File: src/rtl/example_02_pkg.sv
// Shared constants for the example_02 majority-pair detector.
package example_02_pkg;

  localparam int TERM_AB = 0;
  localparam int TERM_AD = 1;
  localparam int TERM_CB = 2;
  localparam int TERM_CD = 3;

  localparam int N_TERMS         = 4;
  localparam int COUNT_W_DEFAULT = 16;

endpackage

File: src/rtl/example_02_core.sv
// Combinational core: f_next = (a|c)&(b|d) and the four product terms behind it.
module example_02_core
  import example_02_pkg::*;
(
  input  logic               a,
  input  logic               b,
  input  logic               c,
  input  logic               d,
  output logic               f_next,
  output logic [N_TERMS-1:0] terms_next
);

  always_comb begin
    terms_next          = '0;
    terms_next[TERM_AB] = a & b;
    terms_next[TERM_AD] = a & d;
    terms_next[TERM_CB] = c & b;
    terms_next[TERM_CD] = c & d;
  end

  // Factored form; equals the OR of the product terms above.
  assign f_next = (a | c) & (b | d);

endmodule

File: src/rtl/example_02.sv
// Registered majority-pair detector with edge pulses and a saturating hit counter.
module example_02
  import example_02_pkg::*;
#(
  parameter int COUNT_W = COUNT_W_DEFAULT
) (
  input  logic               clk,
  input  logic               rst_n,
  input  logic               a,
  input  logic               b,
  input  logic               c,
  input  logic               d,
  input  logic               cnt_clr,
  output logic               f,
  output logic [N_TERMS-1:0] terms,
  output logic               f_rise,
  output logic               f_fall,
  output logic [COUNT_W-1:0] hit_count
);

  logic               f_next;
  logic [N_TERMS-1:0] terms_next;

  logic               f_q, f_d;
  logic [N_TERMS-1:0] terms_q, terms_d;
  logic               rise_q, rise_d;
  logic               fall_q, fall_d;
  logic [COUNT_W-1:0] cnt_q, cnt_d;

  function automatic logic [COUNT_W-1:0] sat_inc(input logic [COUNT_W-1:0] v);
    if (v == {COUNT_W{1'b1}}) return v;
    return v + COUNT_W'(1);
  endfunction

  example_02_core u_core (
    .a          (a),
    .b          (b),
    .c          (c),
    .d          (d),
    .f_next     (f_next),
    .terms_next (terms_next)
  );

  always_comb begin
    f_d     = f_next;
    terms_d = terms_next;
    rise_d  = f_next & ~f_q;
    fall_d  = ~f_next & f_q;
    // Clear takes priority over a hit on the same edge.
    if (cnt_clr)     cnt_d = '0;
    else if (f_next) cnt_d = sat_inc(cnt_q);
    else             cnt_d = cnt_q;
  end

  always_ff @(posedge clk or negedge rst_n) begin
    if (!rst_n) begin
      f_q     <= 1'b0;
      terms_q <= '0;
      rise_q  <= 1'b0;
      fall_q  <= 1'b0;
      cnt_q   <= '0;
    end else begin
      f_q     <= f_d;
      terms_q <= terms_d;
      rise_q  <= rise_d;
      fall_q  <= fall_d;
      cnt_q   <= cnt_d;
    end
  end

  assign f         = f_q;
  assign terms     = terms_q;
  assign f_rise    = rise_q;
  assign f_fall    = fall_q;
  assign hit_count = cnt_q;

endmodule

File: config.mk
export PLATFORM = sky130hd
export DESIGN_NAME = example_02
export DESIGN_NICKNAME = d
export VERILOG_FILES = /design/src/rtl/example_02_pkg.sv /design/src/rtl/example_02_core.sv /design/src/rtl/example_02.sv
export SDC_FILE = /design/constraint.sdc
export NUM_CORES = 1
export LEC_CHECK = 0
export CAP_MARGIN = 20
export CORE_UTILIZATION = 40
export DETAILED_ROUTE_END_ITERATION = 12
export PLACE_DENSITY = 0.77
export SLEW_MARGIN = 10
export SYNTH_ARGS = -nofsm -noshare
export SYNTH_HDL_FRONTEND = slang
export SYNTH_SLANG_ARGS = --single-unit
export TNS_END_PERCENT = 1
File: constraint.sdc
create_clock -name clk -period 1.8 [get_ports clk]
set_clock_uncertainty 0.15 [all_clocks]
set_input_delay 0.27 -clock clk [delete_from_list [all_inputs] [get_ports clk]]
set_output_delay 0.27 -clock clk [all_outputs]
set_load 0.02 [all_outputs]
==> reports/results.ini, run 1 <==
[detailed_routing]
top_layer = met4
met1_length_um = 1425
vias = 1224
firstDrtPassIters = 4
routed_wl_um = 3381
viasPerCell = 5.829
drt_first_iter_violations = 20
wire_per_inst_um = 16.10
drc = 0
antenna_left = 0
wl_met2_um = 1770
wl_met3_um = 136

[global_routing]
overflow = 0
grt_max_degree = 24
antenna_found_initial = 0
grt.total_usage_pct = 23.21
grt_pass1_wl_um = 5775
grt_pass1_vias = 1256

[timing]
finalSetupTns_ns = -0.1063
worst_slack_ns = -0.05237
setup_violations = 3
drv_slew = 0
tightest_slew_ns = 0.4073
clock.fmax_mhz = 539.8
max_slew_margin_pct = 72.49
hold_viol = 0
hold_ws_ns = 0.1293
period_share_pct = 102.9
rsz0062_at_grt = true
min_period_ns = 1.852

[logic_synthesis]
synth_area_um2 = 1176
syn_nets = 118
syn_avg_cell_area_um2 = 10.69
synth_top_cell_area_share_pct = 48.94
synth_seq_cells = 23
synthCells = 110
yosysUniqueCellTypes = 38
synthTopCellsByArea = dfrtp_1, a21oi_1, nand4_1
seq_area_frac_synth_pct = 48.94
yosysTopAreaCell = dfrtp_1
yosys_warnings = 0

[pwr]
pwr_density_cell_nw_per_um2 = 502.2
seqPwrFrac_pct = 57.3
p_leak_nw = 0.9067
ir_drop_uv = 388.5
clkPwrFrac_pct = 26.7
combinationalPowerShare_pct = 16.0
fin_total_pwr_mw = 0.9419
switchingPower_mw = 0.2512
internal_power_mw = 0.6907
swShare_pct = 26.67

[worst_hold_path]
hold_class = input pin to async pin

[clock_tree]
cts_tree = done
cts_max_path_buffers = 2
htree_levels = 1
clock_latency_ns = 0.32
numCtsBuffers = 3
clockRootBuffer = clkbuf_4
clk_pin_slew_ns = 0.13
cts_num_sinks = 23

[cells_and_area]
diodes = 0
syn_to_final_growth_pct = 59.47
drive_gt1_share_pct = 39.11
nets = 188
fin_cells = 210

[floorplanning]
core_area_um2 = 2781
start_util_pct = 42.29
io_pins = 30
die_area_um2 = 3161
die_x_um = 56.23
die_y_um = 56.23
rows = 19

[placement]
gp_congestion = 0.9159
dp_hpwl_um = 2478
io_buffers = 29
dp.cells = 204
dp_worst_setup_slack_ns = -0.4271

[outcome]
violations = setup timing
outcome = finished, violations left

[worst_setup_path]
start_kind = input pin
cp.arrival_ns = 1.96
required_ns = 1.91
path_class = input pin to register
path_max_fanout = 5
cp-end-kind = register

[run]
cap_violations = 0

cell families after synthesis:
logic type                 count (synthesis)  synth area share, %
and+or+nand+nor                           48                27.98
AOI/OAI and AO/OA                         31                17.55
DFF                                       23                48.94
buffers and inverters                      7                4.468
adders and majority gates                  1                1.064
per-layer routing:
metal	vias up	global-route usage, %
met4	0	6.969
met2	41	42.01
li1	573	-
met3	7	3.256
met5	-	0
met1	603	28.44
metrics by stage:
step	utilization [%]	instance area, um^2
6_report	67.43	1876
2_1_floorplan	-	1197
4_1_cts	64.82	1803
3_3_place_gp	63.52	1767
3_5_place_dp	63.52	1767
5_1_grt	67.43	1876
power by group through the flow:
stage          logic [mW]  registers (mW)  clock network (mW)
2_1_floorplan      0.0343           0.571                   0
3_3_place_gp        0.146           0.549                   0
3_5_place_dp        0.150           0.549                   0
4_1_cts             0.149           0.539               0.257
5_1_grt             0.162           0.542               0.291
6_report            0.151           0.540               0.252
cells in the final DEF, fill, tap and decap left out, drive strengths merged, types with 3 or more instances in the layout:
cell type,count
a211oi,3
a21oi,9
a31oi,4
and2,5
buf,38
clkbuf,3
clkdlybuf4s50,13
dfrtp,23
dlygate4sd2,9
dlymetal6s2s,7
inv,4
nand2,5
nand3,4
nand4,6
nor2,5
nor3,4
nor4,4
o21ai,3
o31ai,5
or3,4
or4,6
state kept, by name (all words and copies together), names as in the netlist:
register	flops
f	1
f_fall	1
f_rise	1
hit_count	16
terms	4
final cells by class:
type / instances / area (um^2)
fillers: 224 / 905.9
repair buffers: 68 / 608.1
multi-input cells: 80 / 596.8
flip-flops and latches: 23 / 586.8
well taps: 31 / 38.79
clock buffers: 3 / 22.52
inverters: 4 / 15.01
clock inverters: 1 / 7.507
worst max-delay path, stage by stage:
cell and delay, ns:
clkdlybuf4s50_1 0.50, o22ai_2 0.13, or3_4 0.43, or4_1 0.48, a21oi_1 0.14
synth_stat cells:
library cell,n
inv_2,1
o41ai_1,1
or3_1,2
nor4_2,1
o211ai_1,2
or3_2,1
a211oi_1,3
nand3b_1,1
and4b_1,1
nor2_1,5
ha_1,1
clkdlybuf4s25_2,1
a31oi_1,4
o21ai_0,3
nand3_1,2
o31a_1,1
nor4_1,3
nand4_1,6
nor3_1,3
o31ai_1,5
and2_1,5
a21oi_1,9
or4_2,1
or4_1,5
or3_4,1
nand2_1,5
nand3_2,1
or4b_1,1
and3_1,1
and4_4,1
clkbuf_8,2
dfrtp_1,23
o21a_1,1
nand3_4,1
a311oi_1,1
inv_1,3
o22ai_2,1
nor3_4,1
final timing paths:
check | startpoint | end | slack (ns) | cells past startpoint
setup / recovery | c | hit_count[13] | -0.05 | 5
hold reg to reg | f | f_rise | 0.31 | 1
setup reg to reg | hit_count[1] | hit_count[13] | -0.02 | 5
max in group asynchronous | rst_n | hit_count[0] | 1.13 | 2
hold / removal | rst_n | hit_count[5] | 0.13 | 2
min in group clk | f | f_rise | 0.31 | 1
what timing repair did:
item                                   4_1_cts  5_1_grt
setup buffers                                0        1
endpoints found under the hold margin        0        0
gates resized for setup                     15       16
hold buffers                                 0        0
setup endpoints to repair                   18       18
pin swaps                                    2        6
cloned                                       0        1
No activity file was read; power rests on OpenSTA's default activity.
==> run 2: changes to the inputs <==
--- a/config.mk
+++ b/config.mk
@@ -9,6 +9,7 @@
 export CORE_UTILIZATION = 40
 export DETAILED_ROUTE_END_ITERATION = 12
 export PLACE_DENSITY = 0.77
+export REMOVE_ABC_BUFFERS = 1
 export SLEW_MARGIN = 10
 export SYNTH_ARGS = -nofsm -noshare
 export SYNTH_HDL_FRONTEND = slang
==> run 2 against run 1 <==
Net effect:
- clock power barely moved
- flip-flop and latch count did not move
- largest power group unchanged
- sequential power fell by 0.7%
- hold slack improved by 0.0068 ns
- sequential share of layout area rose by 0.44 points
- power fell by 1.3%
- clock-buffer cell count did not move
- critical path type is now register to register
- the run still ends with setup timing left
==> reports/results.ini, run 2 (synthesis gave the netlist of run 1 again) <==
[detailed_routing]
firstDrtPassIters = 4  ; unchanged
wire_per_inst_um = 15.31  ; -4.9%
routed_wl_um = 3170  ; -6.2%
viasPerCell = 5.734  ; -1.6%
vias = 1187  ; -3.0%
drc = 0  ; unchanged
antenna_left = 0  ; unchanged
drt_first_iter_violations = 38  ; +90%

[worst_setup_path]
cp_cell_sequence = buf_4 -> nand2_1 -> or3_4 -> or4_4 -> a21oi_2
slowest_delay_ns = 0.49  ; about the same
path_class = register to register
cp-end-kind = register
start_kind = register
cp.arrival_ns = 1.92  ; -0.04 ns
slowest_stage = or4_4
required_ns = 1.90  ; about the same
path_max_fanout = 6  ; +1

[floorplanning]
start_util_pct = 42.29  ; unchanged
die_y_um = 56.23  ; unchanged
core_area_um2 = 2781  ; unchanged
die_x_um = 56.23  ; unchanged
die_area_um2 = 3161  ; unchanged
rows = 19  ; unchanged
io_pins = 30  ; unchanged

[run]
cap_violations = 0  ; unchanged

[timing]
min_period_ns = 1.825  ; -0.02740 ns
hold_ws_ns = 0.1361  ; +0.006760 ns
drv_slew = 0  ; unchanged
period_share_pct = 101.4  ; -1.5 points
setup_violations = 3  ; unchanged
hold_viol = 0  ; unchanged
rsz0062_at_grt = true
max_slew_margin_pct = 74.85  ; +2.4 points
tightest_slew_ns = 0.3724  ; -0.03493 ns
clock.fmax_mhz = 548.0  ; +1.5%
worst_slack_ns = -0.02498  ; +0.02740 ns

[cells_and_area]
diodes = 0  ; unchanged
fill_cells = 226  ; +0.89%
nets = 185  ; -1.6%
layout_common_cells = buf_4, dfrtp_1, dlygate4sd2_1
drive_gt1_share_pct = 33.52  ; -5.6 points
syn_to_final_growth_pct = 54.57
design_area_um2 = 1818  ; -3.1%
largest_reg_flops = 16  ; unchanged
final_common_cell = buf_4

[global_routing]
grt_pass1_vias = 1214  ; -3.3%
grt_max_degree = 24  ; unchanged
grt.total_usage_pct = 20.57  ; -2.6 points
antenna_found_initial = 0  ; unchanged
grt_pass1_wl_um = 5181  ; -10%
overflow = 0  ; unchanged

[placement]
dp_hpwl_um = 2370  ; -4.4%
dpl_cell_area_um2 = 1750  ; -0.92%
io_buffers = 29  ; unchanged
gp_congestion = 0.8392  ; -8.4%

[clock_tree]
numCtsBuffers = 3  ; unchanged
cts_tree = done
clk_pin_slew_ns = 0.14  ; about the same
clock_latency_ns = 0.31  ; about the same
htree_levels = 1  ; unchanged
cts_hold_buffers = 0  ; unchanged
cts_max_path_buffers = 2  ; unchanged
cts_num_sinks = 23  ; unchanged
clockRootBuffer = clkbuf_4

[pwr]
ir_drop_uv = 410.0  ; +5.5%
p_leak_nw = 0.8614  ; -5.0%
pwr_density_cell_nw_per_um2 = 511.4  ; +1.8%

[outcome]
outcome = finished, violations left
violations = setup timing

[worst_hold_path]
hold_class = input pin to async pin

run 2: changes by cell type in the layout (fill, tap and decap cells not counted), sizes merged:
cell | previous run | this run
dlygate4sd2 | 9 | 15
dlymetal6s2s | 7 | 5
buf | 38 | 36
clkdlybuf4s15 | 1 | 0
clkdlybuf4s50 | 13 | 9
run 2: timing repair:
action,4_1_cts,5_1_grt
buffers inserted,0,0
cloned,0,0
pin swaps,1,3
resized for setup,20,11
setup endpoints to repair,21,11
run 2: power breakdown:
group,internal (mW),switching (mW)
clock network,0.0847,0.166
registers,0.531,0.00572
logic,0.0667,0.0763
run 2: area by class of cell:
cell class	count	area, um^2	area share, %
Timing Repair Buffer	65	566.8	31.18
Clock buffer	3	22.52	1.239
Tap cell	31	38.79	2.134
Inverter	4	15.01	0.8259
Multi-Input combinational cell	80	590.6	32.48
Sequential cell	23	576.8	31.73
Clock inverter	1	7.507	0.4129
run 2: stage by stage:
step           utilization (%)  setup TNS [ns]  setup slack (ns)  power, mW  cells
3_5_place_dp             62.93          -3.164           -0.4357     0.6889    203
6_report                 65.36        -0.05900          -0.02498     0.9297    207
2_1_floorplan                -         -0.6496           -0.1863     0.5927    107
5_1_grt                  65.36         -0.2958          -0.07583     0.9704    207
4_1_cts                  63.83         -0.2025          -0.09082     0.9304    207
3_3_place_gp             62.93          -2.266           -0.3354     0.6835    203
run 2: worst max-delay path: cells and delay by family, from the launching register on:
family | cells | cell delay [ns]
compound gates | 1 | 0.16
buf+inv | 1 | 0.15
flops | 1 | 0.38
simple gates | 3 | 0.92
run 2: routing by layer:
metal,GRT usage [%],share of wire (%),vias to the layer above
li1,-,-,570
met1,24.59,42,574
met2,39.12,53,41
met3,2.093,4.3,2
met4,4.878,0.19,0
met5,0,0,-
run 2: final timing paths:
path	depth (start not counted)	endpoint	slack [ns]	start
setup / recovery	5	hit_count[15]	-0.02	hit_count[0]
hold reg to reg	1	f_rise	0.32	f
max in group asynchronous	2	hit_count[6]	1.11	rst_n
min in group clk	2	terms[1]	0.14	a
hold / removal	2	hit_count[2]	0.14	rst_n
setup reg to reg	5	hit_count[15]	-0.02	hit_count[0]
